**src/rtl/cnt_wrap_mon_if.sv**
```systemverilog
// Read-side port bundle of cnt_wrap_mon: pop strobe plus FIFO head and fill status.
interface cnt_wrap_mon_if #(
    parameter int DATA_WIDTH = 32,
    parameter int CNT_WIDTH  = 5
);
    logic                  rd_en;
    logic [DATA_WIDTH-1:0] rd_data;
    logic                  empty;
    logic                  full;
    logic [CNT_WIDTH-1:0]  level;

    modport master (output rd_en, input rd_data, empty, full, level);
    modport slave  (input rd_en, output rd_data, empty, full, level);
endinterface

```
**src/rtl/cnt_wrap_mon.sv**
```systemverilog
// Watches an external 4-bit counter, queues a timestamp for every max->0 wrap.
// Define CNT_WRAP_MON_CHK_EN to add the sticky counter-rule checker driving err.
module cnt_wrap_mon #(
    parameter int FIFO_DEPTH = 16,
    parameter int DATA_WIDTH = 32,
    parameter int ADDR_WIDTH = $clog2(FIFO_DEPTH),
    parameter int CNT_WIDTH  = ((FIFO_DEPTH & (FIFO_DEPTH - 1)) == 0) ? ADDR_WIDTH + 1 : ADDR_WIDTH
) (
    input  logic                 clk,
    input  logic                 rstn,
    input  logic                 en,
    input  logic [3:0]           max,
    input  logic [3:0]           cnt,
    input  logic                 err_clr,
    cnt_wrap_mon_if.slave        rd_if,
    output logic                 ovf,
    output logic                 err
);
    localparam logic [CNT_WIDTH-1:0]  DEPTH_C  = CNT_WIDTH'(FIFO_DEPTH);
    localparam logic [ADDR_WIDTH-1:0] LAST_PTR = ADDR_WIDTH'(FIFO_DEPTH - 1);

    logic [DATA_WIDTH-1:0] ts;
    logic [3:0]            p_cnt;
    logic [3:0]            p_max;
    logic                  p_en;
    logic                  p_vld;

    logic [DATA_WIDTH-1:0] mem [FIFO_DEPTH];
    logic [ADDR_WIDTH-1:0] wr_ptr;
    logic [ADDR_WIDTH-1:0] rd_ptr;
    logic [CNT_WIDTH-1:0]  level;

    logic empty_w;
    logic full_w;
    logic wrap_evt;
    logic pop;
    logic push;
    logic drop;

    function automatic logic [ADDR_WIDTH-1:0] next_ptr(input logic [ADDR_WIDTH-1:0] p);
        return (p == LAST_PTR) ? '0 : p + 1'b1;
    endfunction

    assign empty_w  = (level == '0);
    assign full_w   = (level == DEPTH_C);
    assign wrap_evt = p_vld & p_en & (p_cnt == p_max) & (cnt == 4'd0);
    assign pop      = rd_if.rd_en & ~empty_w;
    // A pop in the same cycle frees the slot, so a push at full still lands.
    assign push     = wrap_evt & (~full_w | pop);
    assign drop     = wrap_evt & full_w & ~pop;

    assign rd_if.empty   = empty_w;
    assign rd_if.full    = full_w;
    assign rd_if.level   = level;
    assign rd_if.rd_data = empty_w ? '0 : mem[rd_ptr];

    always_ff @(posedge clk or negedge rstn) begin
        if (!rstn) begin
            ts     <= '0;
            p_cnt  <= '0;
            p_max  <= '0;
            p_en   <= 1'b0;
            p_vld  <= 1'b0;
            wr_ptr <= '0;
            rd_ptr <= '0;
            level  <= '0;
            ovf    <= 1'b0;
        end else begin
            ts    <= ts + 1'b1;
            p_cnt <= cnt;
            p_max <= max;
            p_en  <= en;
            p_vld <= 1'b1;
            if (push) wr_ptr <= next_ptr(wr_ptr);
            if (pop)  rd_ptr <= next_ptr(rd_ptr);
            case ({push, pop})
                2'b10:   level <= level + 1'b1;
                2'b01:   level <= level - 1'b1;
                default: level <= level;
            endcase
            if (drop)         ovf <= 1'b1;
            else if (err_clr) ovf <= 1'b0;
        end
    end

    // Timestamp storage carries no reset; validity is tracked by the pointers.
    always_ff @(posedge clk) begin
        if (push) mem[wr_ptr] <= ts;
    end

`ifdef CNT_WRAP_MON_CHK_EN
    function automatic logic [3:0] exp_cnt(input logic e, input logic [3:0] c, input logic [3:0] m);
        if (!e)     return c;
        if (c == m) return 4'd0;
        return c + 4'd1;
    endfunction

    logic err_set;
    assign err_set = p_vld & (cnt != exp_cnt(p_en, p_cnt, p_max));

    always_ff @(posedge clk or negedge rstn) begin
        if (!rstn)        err <= 1'b0;
        else if (err_set) err <= 1'b1;
        else if (err_clr) err <= 1'b0;
    end
`else
    assign err = 1'b0;
`endif

endmodule
```
**src/flat_wrapper.sv**
```systemverilog
// flat-port wrapper written by rule: the top's interface ports become plain ports
module cnt_wrap_mon_flat 
#(
    parameter int FIFO_DEPTH = 16,
    parameter int DATA_WIDTH = 32,
    parameter int ADDR_WIDTH = $clog2(FIFO_DEPTH),
    parameter int CNT_WIDTH  = ((FIFO_DEPTH & (FIFO_DEPTH - 1)) == 0) ? ADDR_WIDTH + 1 : ADDR_WIDTH
)
  (clk, rstn, en, max, cnt, err_clr, ovf, err, rd_if_rd_en, rd_if_rd_data, rd_if_empty, rd_if_full, rd_if_level);
  cnt_wrap_mon_if #(.DATA_WIDTH(DATA_WIDTH), .CNT_WIDTH(CNT_WIDTH)) rd_if_i ();
  input  logic clk;
  input  logic rstn;
  input  logic en;
  input  logic [3:0] max;
  input  logic [3:0] cnt;
  input  logic err_clr;
  output logic ovf;
  output logic err;
  input wire logic [$bits(rd_if_i.rd_en)-1:0] rd_if_rd_en;
  output wire logic [$bits(rd_if_i.rd_data)-1:0] rd_if_rd_data;
  output wire logic [$bits(rd_if_i.empty)-1:0] rd_if_empty;
  output wire logic [$bits(rd_if_i.full)-1:0] rd_if_full;
  output wire logic [$bits(rd_if_i.level)-1:0] rd_if_level;
  assign rd_if_i.rd_en = rd_if_rd_en;
  assign rd_if_rd_data = rd_if_i.rd_data;
  assign rd_if_empty = rd_if_i.empty;
  assign rd_if_full = rd_if_i.full;
  assign rd_if_level = rd_if_i.level;
  cnt_wrap_mon #(.FIFO_DEPTH(FIFO_DEPTH), .DATA_WIDTH(DATA_WIDTH), .ADDR_WIDTH(ADDR_WIDTH), .CNT_WIDTH(CNT_WIDTH)) u_core (.clk(clk), .rstn(rstn), .en(en), .max(max), .cnt(cnt), .err_clr(err_clr), .rd_if(rd_if_i), .ovf(ovf), .err(err));
endmodule
```
**config.mk**
```make
export PLATFORM = sky130hd
export DESIGN_NAME = cnt_wrap_mon_flat
export DESIGN_NICKNAME = d
export VERILOG_FILES = /design/src/rtl/cnt_wrap_mon_if.sv /design/src/rtl/cnt_wrap_mon.sv /design/src/flat_wrapper.sv
export SDC_FILE = /design/constraint.sdc
export NUM_CORES = 1
export LEC_CHECK = 0
export ABC_AREA = 1
export ABC_CLOCK_PERIOD_IN_PS = 5100
export BUFFER_PORTS_ARGS = -buffer_cell sky130_fd_sc_hd__buf_2
export CAP_MARGIN = 20
export CORE_ASPECT_RATIO = 1.2
export CORE_MARGIN = 2
export CORE_UTILIZATION = 41
export DETAILED_ROUTE_END_ITERATION = 12
export GPL_TIMING_DRIVEN = 1
export PLACE_DENSITY_LB_ADDON = 0.2
export SYNTH_ARGS = -nofsm -noshare
export SYNTH_HDL_FRONTEND = slang
export SYNTH_SLANG_ARGS = --single-unit
```
**constraint.sdc**
```tcl
create_clock -name clk -period 5.1 [get_ports clk]
set_input_delay 0.51 -clock clk [delete_from_list [all_inputs] [get_ports clk]]
set_output_delay 0.51 -clock clk [all_outputs]
set_load 0.02 [all_outputs]
```
Word level (Yosys, flattened, before mapping)
Memories as Yosys holds them, arrays and structs flattened.
Cells that the tools add are included.
{ "classes": {"n_addsub": 5, "eq_ne": 6, "mux": 8, "n_bitwise": 11, "n_reduce_logical": 4} }
{ "op_table": {"columns": ["cell", "n"], "rows": [
  ["adder 32 x 1 -> 32 bit, second input constant", 1],
  ["two-way mux 32 bit", 1],
  ["case mux 5 bit (2 select lines)", 1],
  ["adder 4 x 1 -> 4 bit, second input constant", 2],
  ["== test 4 bit, second input constant", 2],
  ["two-way mux 4 bit", 2],
  ["AND 1 bit", 7],
  ["adder 5 x 1 -> 5 bit, second input constant", 1],
  ["== test 5 bit, second input constant", 1],
  ["logical NOT 5 bit", 1],
  ["subtractor 5 x 1 -> 5 bit, second input constant", 1],
  ["== test 4 bit", 1],
  ["logical NOT 4 bit", 1],
  ["two-way mux 1 bit", 4],
  ["nonzero test 2 bit", 2],
  ["inverter 1 bit", 3],
  ["== test 2 x 1 -> 1 bit, second input constant", 1],
  ["== test 2 bit, second input constant", 1],
  ["OR 1 bit", 1]
]} }
{ "word_totals": {"reg_bits": 56, "ramBits": 512, "inputBits": 13, "elab_cells": 44, "memories": 1} }
{ "memory_table": {"columns": ["name", "depth", "width", "rd", "rd_ports_with_merged_regs", "write_ports", "line_no", "rtl"], "rows": [
  ["u_core.mem", 16, 32, 1, 0, 1, "cnt_wrap_mon.sv:28", "logic [DATA_WIDTH-1:0] mem [FIFO_DEPTH];"]
]} }

Logic depth before layout (Yosys ltp)
{ "depth": {"depth_word": 7, "depth_mapped": 17, "depth_no_buf": 17} }

Least setup slack after synthesis
Ideal clock, no wire load.
{ "synth_timing": {"kind": "input to register", "start": "in cnt[3]", "end": "mem u_core.mem[11][0] (enable)", "setup_time_ps": 421, "arrival_time_ps": 2683, "t_required_ps": 4679, "path_slack_ps": 1996, "stages": 7, "path_cell_list": "nor2_1 > nand2_1 > nor2_1 > nand3_1 > nor2_1 > nand2_1 > nor2_1"} }
{ "synth_between": {"elab_chain_len": 5} }
{ "synth_rtl": {"columns": ["element", "line_no", "rtl"], "rows": [
  ["from (decl)", "flat_wrapper.sv:15", "input logic [3:0] cnt;"],
  ["logical NOT 4 bit", "cnt_wrap_mon.sv:46", "assign wrap_evt = p_vld & p_en & (p_cnt == p_max) & (cnt == 4'd0);"],
  ["AND 1 bit", "cnt_wrap_mon.sv:46", null],
  ["AND 1 bit", "cnt_wrap_mon.sv:49", "assign push = wrap_evt & (~full_w | pop);"],
  ["two-way mux 1 bit", "cnt_wrap_mon.sv:88", "if (push) mem[wr_ptr] <= ts;"],
  ["two-way mux 1 bit (implied by the code)", "cnt_wrap_mon.sv:88", null],
  ["to (decl)", "cnt_wrap_mon.sv:28", null]
]} }
Every way passes these cells.

Worst setup path after layout
{ "layout_timing": {"start": "reg u_core.rd_ptr[1]", "end": "out rd_if_rd_data[31]"} }
{ "layout_between": {"elab_chain_len": 2} }
{ "layout_rtl": {"columns": ["element", "line_no", "rtl"], "rows": [
  ["from (decl)", "cnt_wrap_mon.sv:30", "logic [ADDR_WIDTH-1:0] rd_ptr;"],
  ["from (signal assigned)", "cnt_wrap_mon.sv:75", "if (pop) rd_ptr <= next_ptr(rd_ptr);"],
  ["memory (16 x 32 bit)", null, null],
  ["two-way mux 32 bit", "cnt_wrap_mon.sv:55", "assign rd_if.rd_data = empty_w ? '0 : mem[rd_ptr];"],
  ["to (decl)", "flat_wrapper.sv:20", "output wire logic [$bits(rd_if_i.rd_data)-1:0] rd_if_rd_data;"]
]} }
Every way passes these cells.

==> summary.log <==
[status] status finished clean
[cts] clock tree from TritonCTS built
[timing] final-layout setup total negative slack 0 ns
[critical_path] Most Frequent Cell on Critical Path sky130_fd_sc_hd__o21ai_0
[yosys] xor and xnor area share after synthesis 1.410%
[yosys] synthesized-area fraction occupied by and/or/nand/nor cells 11.10%
[yosys] top area cells in the synthesized netlist sky130_fd_sc_hd__edfxtp_1, sky130_fd_sc_hd__nor2_1, sky130_fd_sc_hd__dfrtp_1, sky130_fd_sc_hd__o21ai_0, sky130_fd_sc_hd__nand2_1
[yosys] syn_nets 1892
[grt] overall overflow remaining after global route 0
[yosys] post-synth top area share 66.92%
[timing] clock tree skew after final layout 0.01486 ns
[critical_path] slowest stage cell, crit path sky130_fd_sc_hd__dfrtp_4
[critical_path] crit path to rd_if_rd_data[31]
[power_and_ir_drop] total power divided by cell area 523.6 mW/mm^2
[worst_hold_path] type of the most critical hold path input port to asynchronous set/reset pin
[timing] final cycle utilization of the critical path 73.97%
[yosys] synthesized cell area 0.02298 mm^2
[place] Buffers on Ports 52
[final_layout] Inserted Diodes 0
[routing] remaining antenna violation count after routing 0
[yosys] area fraction in compound gates after synthesis 10.40%
[cts] clock transition at the register clock pins on the worst setup and hold paths after CTS 0.06 ns
[grt] first-pass GRT wire length 88.07 mm
[timing] Rel. slew slack 33.14%
[routing] WL per Instance 21.56 um
[yosys] instance count of the mapped netlist 1869
[routing] vias after detailed routing 14.45k
[floorplan] top-level I/O count 54
[critical_path] critical path class flip-flop to output port
[critical_path] delay of the slowest critical-path stage 0.84 ns
[yosys] adder and majority cell fraction of the synthesized area 0.5772%
[yosys] largest family of logic cells by synthesized area simple AND/OR/NAND/NOR gates
[yosys] leading area contributor after synthesis sky130_fd_sc_hd__edfxtp_1
[yosys] most frequent cells after synthesis sky130_fd_sc_hd__edfxtp_1, sky130_fd_sc_hd__nor2_1, sky130_fd_sc_hd__o21ai_0
[critical_path] Data required, critical path 4.59 ns
[cts] cts-stage hold buffer count 9
[timing] endpoints failing setup 0
[place] dpl hpwl 32.98 mm
[power_and_ir_drop] Power, Total 13.71 mW
[critical_path] kind of end point of the critical path output port
[routing] Final Routed Wirelength 58.11 mm
[yosys] post-synthesis async set-or-reset flop share 9.859%
[yosys] Avg Synthesized Cell Area 12.29 um^2
[floorplan] core footprint 0.05575 mm^2
[final_layout] fraction of final layout cells with drive strength greater than 1 10.11%
[floorplan] Die Area 0.05796 mm^2
[floorplan] Die Height 263.3 um
[cts] setup bufs post-CTS 0
[place] cell area after placement 0.02413 mm^2
[yosys] cell with the most instances after synthesis sky130_fd_sc_hd__edfxtp_1
[critical_path] reg-to-reg slack, setup 2.16 ns
[critical_path] worst reg-to-reg path cell count 7
[power_and_ir_drop] Lkg Pwr 8.593 nW
[timing] worst hold margin 0.02615 ns
[cts] CTS Buffer Depth 3
[grt] number of global-route vias before repair 14.08k
[cts] post-cts sizing count 0
[critical_path] cells traversed along the worst timing path buf_12 > o21ai_0 > o21ai_0 > nand2_1 > a31oi_1 > buf_2
[cts] TritonCTS Buffers 56
[cts] master cell of the clock root buffer sky130_fd_sc_hd__clkbuf_16
[yosys] count of flip-flops with a built-in enable after synthesis 512
[routing] number of DRC markers after the initial detailed-route iteration 1165
[timing] slew at the pin closest to its max-slew limit 1.002 ns
[cts] source-to-sink clock delay at the later pin of the worst-skew pair 0.62 ns
[grt] global-route usage over all layers 20.22%
[critical_path] end of the worst register-to-register path u_core.mem[3][28]$_DFFE_PP_
[yosys] sequential-to-total area share from yosys stat 73.02%
[critical_path] Max Fanout on Critical Path 130
[yosys] Synth Flop Type sky130_fd_sc_hd__edfxtp_1
[run] max_cap viols 0
[routing] vias per std cell 5.363
[cts] H-tree depth 2
[grt] pin count of the biggest net entering global routing 146
[yosys] Synth cell types 32
[critical_path] crit path launch u_core.rd_ptr[1]$_DFFE_PN0N_
[floorplan] Core Rows 95
[cts] number of sinks on the clock net 568
[critical_path] Worst Setup Start Kind flip-flop
[yosys] multiplexer fraction of the synthesized cell area 0%
[timing] Max Clock Freq 0.2651 GHz
[critical_path] worst reg2reg startpoint u_core.rd_if.level[0]$_DFFE_PN0P_
[floorplan] x dimension of the die 220.1 um
[place] GPL Wtd Cong 0.7696
[timing] setup repair after global routing missed its margin no
[power_and_ir_drop] IR drop worst, VDD 554.5 uV
[critical_path] arrival time of data at the critical path endpoint 3.26 ns
[grt] antenna violations before repair 2
[floorplan] initial cell density of the core 41.21%
[timing] number of max-slew violations in the final report 0
[timing] Hold Vio Cnt, Final 0
[final_layout] final net count 1943
[yosys] Synth warnings 0
[final_layout] post-route cell area 0.02618 mm^2
[timing] time the final worst path needs with I/O delays and setup 3.773 ns
[yosys] Yosys reg bits 568
[final_layout] synthesis-to-layout area growth 13.94%
[routing] Pre-Repair DR Iteration Count 8
[routing] DRC Markers 0
==> cell usage in the layout, fill, tap and decap left out, drive strengths merged <==
| master | n |
|---|---|
| a21oi | 10 |
| a31oi | 24 |
| buf | 89 |
| bufinv | 10 |
| clkbuf | 68 |
| clkinv | 23 |
| clkinvlp | 3 |
| conb | 2 |
| dfrtp | 56 |
| dlygate4sd3 | 9 |
| edfxtp | 512 |
| fa | 1 |
| ha | 9 |
| inv | 63 |
| nand2 | 149 |
| nand3 | 41 |
| nand3b | 2 |
| nand4 | 10 |
| nor2 | 430 |
| nor3 | 13 |
| nor4 | 3 |
| o211ai | 65 |
| o21ai | 337 |
| o21bai | 1 |
| o22ai | 1 |
| xnor2 | 9 |
| xor2 | 28 |
==> layout make-up <==
type / count / area (um^2)
Clock inverter: 38 / 444.2
Sequential cell: 568 / 16780
Clock buffer: 68 / 1518
Tap cell: 727 / 909.6
Multi-Input combinational cell: 1135 / 5532
Timing Repair Buffer: 98 / 755.7
Fill cell: 4901 / 29570
Inverter: 61 / 234.0
==> report_power, final <==
part	internal [mW]	switching, mW
Combinational	1.21	2.92
Sequential	5.05	0.152
Clock	2.62	1.76
==> state kept, by name, indices dropped and copies added (netlist names) <==
register / count
u_core.mem: 512
u_core.ts: 32
u_core.rd_if.level: 5
u_core.p_cnt: 4
u_core.p_max: 4
u_core.rd_ptr: 4
u_core.wr_ptr: 4
u_core.ovf: 1
u_core.p_en: 1
u_core.p_vld: 1
==> logic make-up (layout without fill, tap and decap cells) <==
family | count (synthesis) | in the layout
and+or+nand+nor | 648 | 648
DFF | 568 | 568
AOI/OAI and AO/OA | 438 | 438
buffers and inverters | 166 | 265
xor gates and xnor gates | 37 | 37
adders and majority gates | 10 | 10
other | 2 | 2
==> stage by stage <==
step           worst slack, ns  std cells  util [%]
3_3_place_gp             1.648       2576     43.11
2_1_floorplan            1.996       1869         -
4_1_cts                  1.237       2695     46.96
5_1_grt                  1.064       2695     46.96
6_report                 1.327       2695     46.96
3_5_place_dp             1.846       2580     43.28
==> how the worst min path moves through the flow <==
stage / to / slack (ns) / cells past startpoint
CTS: u_core.p_en$_DFF_PN0_ / 0.04 / 2
global route: u_core.rd_if.level[1]$_DFFE_PN0P_ / 0.08 / 2
finish: u_core.rd_if.level[0]$_DFFE_PN0P_ / 0.03 / 2
floorplan: u_core.ovf$_DFFE_PN0P_ / 0.21 / 0
detailed placement: u_core.ovf$_DFFE_PN0P_ / 0.54 / 2
global placement: u_core.rd_if.level[2]$_DFFE_PN0P_ / 0.53 / 2
==> layer usage <==
metal | vias up | wire [um] | part of all wire, % | global-route usage [%]
met5 | - | 0 | 0 | 0
met4 | 0 | 1182 | 2.0 | 5.659
met3 | 76 | 2875 | 4.9 | 2.900
met2 | 398 | 28390 | 49 | 32.74
met1 | 7213 | 25660 | 44 | 28.50
li1 | 6765 | - | - | -
==> worst max-delay path, delay by kind of cell, from the launching register on <==
kind                   cells  cell delay [ns]
AO/OA/AOI/OAI              3             0.88
buffers and inverters      2             0.70
flip-flops                 1             0.84
AND/OR/NAND/NOR            1             0.11
(Power assumes the default switching activity.)
